[config.mk]
export PLATFORM = sky130hd
export DESIGN_NAME = seq_alu
export DESIGN_NICKNAME = d
export VERILOG_FILES = /design/src/rtl/seq_alu_pkg.sv /design/src/rtl/seq_alu_ks_adder.sv /design/src/rtl/seq_alu.sv
export SDC_FILE = /design/constraint.sdc
export NUM_CORES = 1
export LEC_CHECK = 0
export ABC_AREA = 1
export CAP_MARGIN = 20
export CORE_UTILIZATION = 51
export CTS_CLUSTER_SIZE = 10
export DETAILED_ROUTE_END_ITERATION = 10
export PLACE_DENSITY_LB_ADDON = 0.08
export SLEW_MARGIN = 5
export SYNTH_ARGS = -nofsm -noshare
export SYNTH_HDL_FRONTEND = slang
export SYNTH_SLANG_ARGS = --single-unit
[constraint.sdc]
create_clock -name clk -period 4 [get_ports clk]
set_clock_uncertainty 0.1 [all_clocks]
set_input_delay 0.6 -clock clk [delete_from_list [all_inputs] [get_ports clk]]
set_output_delay 0.6 -clock clk [all_outputs]
set_load 0.02 [all_outputs]
[src/rtl/seq_alu_pkg.sv]
// Shared opcodes, FSM state encoding and sizing helper for the sequential ALU.
package seq_alu_pkg;

    localparam logic [2:0] OP_ADD  = 3'b000;
    localparam logic [2:0] OP_SUB  = 3'b001;
    localparam logic [2:0] OP_MUL  = 3'b010;
    localparam logic [2:0] OP_AND  = 3'b011;
    localparam logic [2:0] OP_OR   = 3'b100;
    localparam logic [2:0] OP_NOT  = 3'b101;
    localparam logic [2:0] OP_XOR  = 3'b110;
    localparam logic [2:0] OP_MULU = 3'b111;

    typedef enum logic {
        ST_IDLE = 1'b0,
        ST_MUL  = 1'b1
    } state_t;

    // Bits needed for the iteration counter (and the number of prefix levels).
    function automatic int cnt_w(input int width);
        return $clog2(width);
    endfunction

endpackage

[src/rtl/seq_alu_ks_adder.sv]
// Parametrised Kogge-Stone prefix adder with carry-in, carry-out and signed overflow.
module ks_adder
    import seq_alu_pkg::*;
#(
    parameter int WIDTH = 8
) (
    input  logic [WIDTH-1:0] A,
    input  logic [WIDTH-1:0] B,
    input  logic             Cin,
    output logic [WIDTH-1:0] S,
    output logic             Cout,
    output logic             overflowFlag
);

    localparam int LV = cnt_w(WIDTH);

    logic [WIDTH-1:0] half_sum;
    logic [WIDTH-1:0] g_pre;
    logic [WIDTH-1:0] p_pre;
    logic [WIDTH-1:0] g_nxt;
    logic [WIDTH-1:0] p_nxt;
    logic [WIDTH:0]   carry;

    assign half_sum = A ^ B;

    // Prefix tree: level l combines each bit with the group 2^l positions below it.
    always_comb begin
        g_pre = A & B;
        p_pre = A ^ B;
        g_nxt = '0;
        p_nxt = '0;
        for (int l = 0; l < LV; l++) begin
            g_nxt = g_pre;
            p_nxt = p_pre;
            for (int i = (1 << l); i < WIDTH; i++) begin
                g_nxt[i] = g_pre[i] | (p_pre[i] & g_pre[i - (1 << l)]);
                p_nxt[i] = p_pre[i] & p_pre[i - (1 << l)];
            end
            g_pre = g_nxt;
            p_pre = p_nxt;
        end
    end

    // Carry into each bit from the group generate/propagate over [i:0] and Cin.
    always_comb begin
        carry    = '0;
        carry[0] = Cin;
        for (int i = 0; i < WIDTH; i++) begin
            carry[i+1] = g_pre[i] | (p_pre[i] & Cin);
        end
    end

    assign S            = half_sum ^ carry[WIDTH-1:0];
    assign Cout         = carry[WIDTH];
    assign overflowFlag = carry[WIDTH] ^ carry[WIDTH-1];

endmodule

[src/rtl/seq_alu.sv]
// Registered ALU: single-cycle add/sub/logic ops, WIDTH-cycle shift-add multiply.
//
// state   | meaning
// --------+-----------------------------------------------------------
// ST_IDLE | waiting for start; single-cycle ops commit on acceptance
// ST_MUL  | shift-add iterations, busy high; commits on counter == 0
module seq_alu
    import seq_alu_pkg::*;
#(
    parameter int WIDTH = 8
) (
    input  logic                 clk,
    input  logic                 rst,
    input  logic                 start,
    input  logic [WIDTH-1:0]     A,
    input  logic [WIDTH-1:0]     B,
    input  logic [2:0]           S,
    output logic                 busy,
    output logic                 done,
    output logic [2*WIDTH-1:0]   O,
    output logic                 zeroFlag,
    output logic                 carryFlag,
    output logic                 signFlag,
    output logic                 overflowFlag
);

    localparam int CW = cnt_w(WIDTH);
    localparam int W2 = 2 * WIDTH;
    localparam logic [W2-1:0] ONE_2W = {{(W2-1){1'b0}}, 1'b1};

    state_t          state_q, state_d;
    logic [W2-1:0]   o_q, o_d;
    logic            zero_q, zero_d;
    logic            carry_q, carry_d;
    logic            sign_q, sign_d;
    logic            ovf_q, ovf_d;
    logic            done_q, done_d;
    logic [WIDTH-1:0] acc_q, acc_d;
    logic [WIDTH-1:0] mpl_q, mpl_d;
    logic [WIDTH-1:0] mcand_q, mcand_d;
    logic [CW-1:0]   cnt_q, cnt_d;
    logic            neg_q, neg_d;

    logic            op_sub;
    logic            op_mul_s;
    logic            in_mul;

    logic [WIDTH-1:0] as_a, as_b, as_sum;
    logic            as_cin, as_cout, as_ovf;
    logic [WIDTH-1:0] mul_a, mul_b, mul_sum;
    logic            mul_cin, mul_cout, mul_ovf_unused;

    logic [WIDTH-1:0] alu_res;
    logic            alu_c, alu_v;
    logic [W2-1:0]   prod_raw;
    logic [W2-1:0]   prod_fin;

    assign op_sub   = (S == OP_SUB);
    assign op_mul_s = (S == OP_MUL);
    assign in_mul   = (state_q == ST_MUL);

    // In IDLE this adder also produces |B| (0 + ~B + 1) for a signed multiply.
    assign as_a   = op_mul_s ? '0 : A;
    assign as_b   = (op_sub || op_mul_s) ? ~B : B;
    assign as_cin = op_sub || op_mul_s;

    ks_adder #(.WIDTH(WIDTH)) u_add_sub (
        .A            (as_a),
        .B            (as_b),
        .Cin          (as_cin),
        .S            (as_sum),
        .Cout         (as_cout),
        .overflowFlag (as_ovf)
    );

    // Accumulate adder while iterating; negates A (0 + ~A + 1) on multiply entry.
    assign mul_a   = in_mul ? acc_q : '0;
    assign mul_b   = in_mul ? (mpl_q[0] ? mcand_q : '0) : ~A;
    assign mul_cin = ~in_mul;

    ks_adder #(.WIDTH(WIDTH)) u_mul_acc (
        .A            (mul_a),
        .B            (mul_b),
        .Cin          (mul_cin),
        .S            (mul_sum),
        .Cout         (mul_cout),
        .overflowFlag (mul_ovf_unused)
    );

    // Final-iteration product is {carry, sum, multiplier >> 1}; sign applied on commit.
    assign prod_raw = {mul_cout, mul_sum, mpl_q[WIDTH-1:1]};
    assign prod_fin = neg_q ? (~prod_raw + ONE_2W) : prod_raw;

    // Single-cycle result and flags for the non-multiply opcodes.
    always_comb begin
        alu_res = '0;
        alu_c   = 1'b0;
        alu_v   = 1'b0;
        case (S)
            OP_ADD, OP_SUB: begin
                alu_res = as_sum;
                alu_c   = as_cout;
                alu_v   = as_ovf;
            end
            OP_AND:  alu_res = A & B;
            OP_OR:   alu_res = A | B;
            OP_NOT:  alu_res = ~A;
            OP_XOR:  alu_res = A ^ B;
            default: alu_res = '0;
        endcase
    end

    // Next-state, datapath and commit logic.
    always_comb begin
        state_d = state_q;
        o_d     = o_q;
        zero_d  = zero_q;
        carry_d = carry_q;
        sign_d  = sign_q;
        ovf_d   = ovf_q;
        done_d  = 1'b0;
        acc_d   = acc_q;
        mpl_d   = mpl_q;
        mcand_d = mcand_q;
        cnt_d   = cnt_q;
        neg_d   = neg_q;

        case (state_q)
            ST_IDLE: begin
                if (start) begin
                    if (S == OP_MUL || S == OP_MULU) begin
                        state_d = ST_MUL;
                        mpl_d   = (op_mul_s && A[WIDTH-1]) ? mul_sum : A;
                        mcand_d = (op_mul_s && B[WIDTH-1]) ? as_sum : B;
                        acc_d   = '0;
                        cnt_d   = CW'(WIDTH - 1);
                        neg_d   = op_mul_s && (A[WIDTH-1] ^ B[WIDTH-1]);
                    end else begin
                        o_d     = {{WIDTH{1'b0}}, alu_res};
                        zero_d  = ~|alu_res;
                        carry_d = alu_c;
                        sign_d  = alu_res[WIDTH-1];
                        ovf_d   = alu_v;
                        done_d  = 1'b1;
                    end
                end
            end
            ST_MUL: begin
                acc_d = {mul_cout, mul_sum[WIDTH-1:1]};
                mpl_d = {mul_sum[0], mpl_q[WIDTH-1:1]};
                cnt_d = cnt_q - CW'(1);
                if (cnt_q == '0) begin
                    state_d = ST_IDLE;
                    cnt_d   = '0;
                    o_d     = prod_fin;
                    zero_d  = ~|prod_fin;
                    carry_d = 1'b0;
                    sign_d  = prod_fin[W2-1];
                    ovf_d   = 1'b0;
                    done_d  = 1'b1;
                end
            end
            default: state_d = ST_IDLE;
        endcase
    end

    // State and datapath registers with synchronous reset.
    always_ff @(posedge clk) begin
        if (rst) begin
            state_q <= ST_IDLE;
            o_q     <= '0;
            zero_q  <= 1'b0;
            carry_q <= 1'b0;
            sign_q  <= 1'b0;
            ovf_q   <= 1'b0;
            done_q  <= 1'b0;
            acc_q   <= '0;
            mpl_q   <= '0;
            mcand_q <= '0;
            cnt_q   <= '0;
            neg_q   <= 1'b0;
        end else begin
            state_q <= state_d;
            o_q     <= o_d;
            zero_q  <= zero_d;
            carry_q <= carry_d;
            sign_q  <= sign_d;
            ovf_q   <= ovf_d;
            done_q  <= done_d;
            acc_q   <= acc_d;
            mpl_q   <= mpl_d;
            mcand_q <= mcand_d;
            cnt_q   <= cnt_d;
            neg_q   <= neg_d;
        end
    end

    assign busy         = in_mul;
    assign done         = done_q;
    assign O            = o_q;
    assign zeroFlag     = zero_q;
    assign carryFlag    = carry_q;
    assign signFlag     = sign_q;
    assign overflowFlag = ovf_q;

endmodule
# Word-level counts from Yosys, hierarchy flattened
# Cells that the tools add are included.
# word_totals
reg_bits	50
output_inout_bits	22
wordCells	237
# op_classes
add_sub_neg	2
n_eq_ne	11
muxes	48
n_bitwise	149
reduce_logical	15
# ops
operator	count
two-way mux 8 bit	11
bitwise AND 1 bit	84
two-way mux 16 bit	4
bitwise OR 1 bit	50
case mux 8 bit (5 select lines)	1
XOR 8 bit	5
case mux 16 bit (2 select lines)	1
case mux 8 bit (2 select lines)	2
bitwise AND 8 bit	3
two-way mux 1 bit	19
adder 16 x 1 -> 16 bit (second input constant)	1
inverter 16 bit	1
inverter 8 bit	2
OR reduction 16 bit	1
== test 3 bit (second input constant)	4
case mux 1 bit (2 select lines)	6
two-way mux 3 bit	3
bitwise OR 8 bit	1
OR reduction 8 bit	1
== test 3 x 2 -> 1 bit (second input constant)	2
logical NOT 3 bit	2
inequality test 2 bit (second input constant)	3
case mux 3 bit (2 select lines)	1
AND reduction 3 bit	2
other kinds (10)	15

# Depth between registers and ports, before layout
# depth
depth_word	17
mapped_depth	23
depth_no_buf	21

# By module
# A second synthesis with hierarchy kept.
# unflattened
hier_cells	754
area_unflattened_um2	4551.9
# modules_own_cells
mod	n_inst	cells_per_inst	area_per_inst_um2	seq_area_each_um2
seq_alu	1	558	3530.9	1001.0
ks_adder at u_mul_acc	1	98	516.7	0.0
ks_adder at u_add_sub	1	98	504.2	0.0

# Worst setup path before layout
# Ideal clock, no wire load.
# synth_timing
path_kind	register to register
from	reg state_q (netlist: busy)
to	reg zero_q (netlist: zeroFlag)
setup_time_ps	109
arrival_time_ps	2748
path_slack_ps	1043
path_stages_with_launch	21
n_path_buf	3
period_less_slack_ps	2957
path_cell_list	dfxtp_1 > buf_6 > clkbuf_1 > clkbuf_1 > o21ai_0 > ha_1 > nand2_1 > nor2_1 > nand3_1 > nand3_1 > nand2_1 > nand2_1 > nor2_1 > nand3_1 > nand2_1 > nand2_1 > nand2_1 > nand4_1 > nand3_1 > nand2_1 > inv_1
# synth_between
elab_chain_len	16
# synth_rtl
item	line_no	source
from (decl)	seq_alu.sv:31	state_t state_q, state_d;
from (signal assigned)	seq_alu.sv:183	state_q <= state_d;
two-way mux 8 bit, on equally long branches	seq_alu.sv:77, seq_alu.sv:78	
XOR 8 bit / bitwise AND 8 bit (equally long branches)	seq_alu_ks_adder.sv:24, seq_alu_ks_adder.sv:29, seq_alu_ks_adder.sv:28	
bitwise AND 1 bit, on equally long branches	seq_alu_ks_adder.sv:36, seq_alu_ks_adder.sv:37	
bitwise OR 1 bit / bitwise AND 1 bit (equally long branches)	seq_alu_ks_adder.sv:36	g_nxt[i] = g_pre[i] | (p_pre[i] & g_pre[i - (1 << l)]);
bitwise AND 1 bit / bitwise OR 1 bit (equally long branches)	seq_alu_ks_adder.sv:36	
bitwise OR 1 bit / bitwise AND 1 bit (equally long branches) (2 in a row)	seq_alu_ks_adder.sv:36	
bitwise OR 1 bit, on equally long branches	seq_alu_ks_adder.sv:49, seq_alu_ks_adder.sv:36	
XOR 8 bit / bitwise OR 1 bit (equally long branches)	seq_alu_ks_adder.sv:53, seq_alu_ks_adder.sv:49	
inverter 16 bit	seq_alu.sv:92	assign prod_fin = neg_q ? (~prod_raw + ONE_2W) : prod_raw;
adder 16 x 1 -> 16 bit	seq_alu.sv:92	
two-way mux 16 bit	seq_alu.sv:92	
OR reduction 16 bit	seq_alu.sv:156	zero_d = ~|prod_fin;
logical NOT 1 bit	seq_alu.sv:156	
two-way mux 1 bit	seq_alu.sv:152	if (cnt_q == '0) begin
case mux 1 bit (2 select lines)	seq_alu.sv:128	case (state_q)
to (signal assigned)	seq_alu.sv:185	zero_q <= zero_d;
to (decl)	seq_alu.sv:33	logic zero_q, zero_d;
# Several ways; a longest one is shown, not always the timed one. The select of a mux whose other input is x is not followed.
# A chain may end at the register's enable or synchronous reset.

# Worst setup path in the final report
# layout_timing
from	in S[1]
to	reg zero_q (netlist: zeroFlag)
# layout_between
elab_chain_len	17
# layout_rtl
item	line_no	source
from (decl)	seq_alu.sv:17	input logic [2:0] S,
== test 3 x 1 -> 1 bit / == test 3 x 2 -> 1 bit (equally long branches)	n/a	
logical OR 1 bit	seq_alu.sv:64, seq_alu.sv:65	
two-way mux 8 bit	seq_alu.sv:64	assign as_b = (op_sub || op_mul_s) ? ~B : B;
XOR 8 bit / bitwise AND 8 bit (equally long branches)	seq_alu_ks_adder.sv:24, seq_alu_ks_adder.sv:29, seq_alu_ks_adder.sv:28	
bitwise AND 1 bit, on equally long branches	seq_alu_ks_adder.sv:36, seq_alu_ks_adder.sv:37	
bitwise OR 1 bit / bitwise AND 1 bit (equally long branches)	seq_alu_ks_adder.sv:36	
bitwise AND 1 bit / bitwise OR 1 bit (equally long branches)	seq_alu_ks_adder.sv:36	
bitwise OR 1 bit / bitwise AND 1 bit (equally long branches)	seq_alu_ks_adder.sv:36	
bitwise OR 1 bit	seq_alu_ks_adder.sv:36	
bitwise OR 1 bit	seq_alu_ks_adder.sv:49	carry[i+1] = g_pre[i] | (p_pre[i] & Cin);
XOR 8 bit	seq_alu_ks_adder.sv:53	assign S = half_sum ^ carry[WIDTH-1:0];
case mux 8 bit (5 select lines)	seq_alu.sv:99	case (S)
OR reduction 8 bit	seq_alu.sv:140	zero_d = ~|alu_res;
logical NOT 1 bit	seq_alu.sv:140	
two-way mux 1 bit	seq_alu.sv:131	if (S == OP_MUL || S == OP_MULU) begin
two-way mux 1 bit	seq_alu.sv:130	if (start) begin
case mux 1 bit (2 select lines)	seq_alu.sv:128	
# Several ways; a longest one is shown, not always the timed one. The select of a mux whose other input is x is not followed.

==> impl_metrics.py <==
metrics = {
    "run_status": {
        "status": "complete, no violations",
    },
    "grt": {
        "grt_usage": 0.300,
        "antenna_found_initial": 0,
        "gr-total-overflow": 0,
        "grt_pass1_vias": 4228,
        "grt_pass1_wl_um": 20500,
        "grt_start_max_net_pins": 33,
    },
    "clock_tree": {
        "cts_buffers": 5,
        "cts_buffer_depth": 2,
        "post_cts_buffers": 0,
        "cts_tree": "done",
        "clock_sinks": 50,
        "post_cts_resized": 0,
        "clock_latency_ns": 0.31,
        "cts_max_level": 2,
        "clockRootBuffer": "clkbuf_8",
        "clkTransAtPathRegs_ns": 0.09,
        "postCtsHoldBufs": 0,
    },
    "critical_path": {
        "worstSetupPathType": "in -> reg",
        "startpoint_type": "input port",
        "crit_chain": "clkdlybuf4s50_1 -> nor2_4 -> nand2_2 -> nand2_4 -> xor2_1 -> ha_1 -> a21oi_1 -> o21ai_0 -> a21oi_1 -> nand2_1 -> nand2_1 -> nand3_1 -> nand2_1 -> nor2_1 -> nand4_1 -> nand3_1 -> nand2_1 -> inv_1",
        "slowest_stage": "clkdlybuf4s50_1",
        "timing.rr.start": "busy",
        "reg2reg_depth": 20,
        "crit_top_cell": "nand2_1",
        "worstReg2RegEnd": "zeroFlag",
        "slowest_delay_ns": 0.55,
        "worstPathArrival_ns": 3.61,
        "cp_data_required_time_ns": 4.11,
        "endpoint_kind": "register",
        "reg2reg_slack_ns": 0.68,
        "critPathMaxFanout": 13,
    },
    "detailed_routing": {
        "vias": 4652,
        "drtIter0Drc": 411,
        "routed_wl_um": 12700,
        "ant_nets": 0,
        "wl_per_cell_um": 15.2,
        "firstDrtPassIters": 5,
        "avgViaCountPerCell": 5.58,
        "post-route-drc-count": 0,
    },
    "place": {
        "dp_hpwl_um": 10000,
        "portBuffers": 43,
        "gp_congestion": 0.952,
    },
    "min_path": {
        "min_to": "acc_q[4]",
        "hold_class": "reg -> reg",
        "min-delay-start": "acc_q[4]",
        "whs_path_depth": 2,
    },
    "yosys": {
        "synthesis.area_um2": 4290,
        "syn-num-nets": 753,
        "async_reset_ff_frac": 0,
        "yosysSeqAreaShare": 0.233,
        "avgSynthCellArea_um2": 6.18,
        "yosys_warnings": 0,
        "synth_edf_count": 0,
        "synth_ff_type": "dfxtp_1",
        "synth_cell_type_count": 38,
        "synthCells": 695,
        "ys_seq_elements": 50,
    },
    "sta": {
        "fin_hold_ws_ns": 0.368,
        "fin_crit_ns": 3.50,
        "drv_slew": 0,
        "timing.fmax_mhz": 286,
        "setup_viol": 0,
        "rsz0062_at_grt": "false",
        "fin_setup_tns_ns": 0,
        "max_slew_margin": 0.475,
        "hold_violations": 0,
        "worstMarginPinSlew_ns": 0.786,
        "period_share": 0.875,
    },
    "flow_run": {
        "max_cap_viol_count": 0,
    },
    "pwr": {
        "max-vdd-ir-drop_v": 0.000161,
        "p_per_area_nw_per_um2": 294,
        "leakage_nw": 2.38,
    },
    "floorplan": {
        "die_w_um": 93.7,
        "die_h_um": 93.7,
        "start_util": 0.525,
        "die-area_um2": 8790,
        "io-pin-count": 44,
        "rows": 33,
        "core_um2": 8180,
    },
    "cells_and_area": {
        "nets": 786,
        "syn_to_final_growth_pct": 13.9,
        "drive_above_1_share": 0.0494,
        "diodes": 0,
    },
}
synth_stat cells, types with 2 or more instances:
| library cell | count | share of area |
|---|---|---|
| nand2_1 | 189 | 0.17 |
| inv_1 | 89 | 0.078 |
| nand3_1 | 72 | 0.084 |
| nor2_1 | 53 | 0.046 |
| a21oi_1 | 51 | 0.059 |
| dfxtp_1 | 50 | 0.23 |
| o21ai_0 | 49 | 0.057 |
| ha_1 | 36 | 0.10 |
| clkbuf_1 | 16 | 0.014 |
| a31oi_1 | 8 | 0.012 |
| xor2_1 | 8 | 0.016 |
| nand4_1 | 7 | 0.010 |
| a211oi_1 | 5 | 0.0087 |
| nand2_2 | 5 | 0.0073 |
| nand3_2 | 5 | 0.012 |
| a221oi_1 | 4 | 0.0082 |
| nand3b_1 | 4 | 0.0070 |
| o211ai_1 | 4 | 0.0070 |
| o21ai_1 | 4 | 0.0047 |
| o221ai_1 | 4 | 0.0082 |
| inv_2 | 3 | 0.0026 |
| nor2_2 | 3 | 0.0044 |
| xnor2_1 | 3 | 0.0061 |
| a22oi_1 | 2 | 0.0035 |
| buf_1 | 2 | 0.0017 |
| buf_2 | 2 | 0.0023 |
| buf_6 | 2 | 0.0052 |
| nand2_4 | 2 | 0.0052 |
| nor2_4 | 2 | 0.0052 |
| nor3_1 | 2 | 0.0023 |
| o21bai_1 | 2 | 0.0035 |
registers in the layout, indices dropped and copies added, names as in the netlist, 3 cells and up:
| signal | count |
|---|---|
| O | 16 |
| acc_q | 8 |
| mcand_q | 8 |
| mpl_q | 8 |
| cnt_q | 3 |
layout by cell type, fill, tap and decap left out, types with 5 or more instances in the layout:
cell,netlist,routed
a21oi_1,51,51
a31oi_1,8,8
nand2_1,189,189
nand4_1,7,7
nor2_1,53,53
nand3_2,5,5
nand3_1,72,72
ha_1,36,36
o21ai_0,49,49
buf_4,0,6
dfxtp_1,50,49
inv_1,89,89
nand2_2,5,5
clkdlybuf4s50_1,0,43
a211oi_1,5,5
xor2_1,8,8
clkbuf_8,0,5
final cells by class:
cell class,instances,area (um^2)
Clock inverter,2,37.5
Multi-Input combinational cell,529,2820
Tap cell,105,131
Sequential cell,50,1000
Clock buffer,6,72.6
Timing Repair Buffer,49,475
Fill cell,824,3280
Inverter,93,352
kinds of logic after synthesis:
logic type,count (synthesis),share of synthesized area
AOI/OAI and AO/OA,136,0.178
xor gates and xnor gates,11,0.0224
adders and majority gates,36,0.105
buffers and inverters,116,0.110
DFF,50,0.233
and+or+nand+nor,346,0.352
critical path, delay by kind of cell:
kind                       cells  cell delay (ns)
xor gates and xnor gates       1             0.19
buffers and inverters          2             0.58
adders and majority gates      1             0.31
and+or+nand+nor               11             1.29
AOI/OAI and AO/OA              3             0.65
metal layers:
layer / vias to the layer above / global-route usage / share of wire
li1: 2347 / - / -
met1: 2129 / 0.395 / 0.45
met2: 157 / 0.505 / 0.47
met3: 19 / 0.0356 / 0.062
met4: 0 / 0.0949 / 0.021
met5: - / 0 / 0
through the flow:
stage | total power, mW | worst slack [ns] | utilization | cell area (um^2) | std cells
6_report | 1.44 | 0.500 | 0.598 | 4890 | 834
5_1_grt | 1.53 | 0.173 | 0.598 | 4890 | 834
4_1_cts | 1.44 | 0.504 | 0.598 | 4890 | 834
3_5_place_dp | 1.08 | 0.177 | 0.585 | 4780 | 826
3_3_place_gp | 1.07 | 0.310 | 0.585 | 4780 | 826
2_1_floorplan | 0.911 | 1.04 | - | 4290 | 695
worst max path at each step:
stage | cells after the start | slack (ns) | to | from
global placement | 18 | 0.31 | zeroFlag | S[2]
global route | 18 | 0.17 | zeroFlag | S[2]
detailed placement | 18 | 0.18 | zeroFlag | S[2]
CTS | 18 | 0.50 | zeroFlag | S[1]
finish | 18 | 0.50 | zeroFlag | S[1]
floorplan | 20 | 1.04 | zeroFlag | busy
where the power goes:
part           internal, mW  leakage [nW]  total, mW  switching [mW]
clock network         0.187        0.0514      0.365           0.178
registers             0.529         0.408      0.559          0.0299
logic                 0.181          1.92      0.514           0.333
Power figures use the tool's default switching activity.
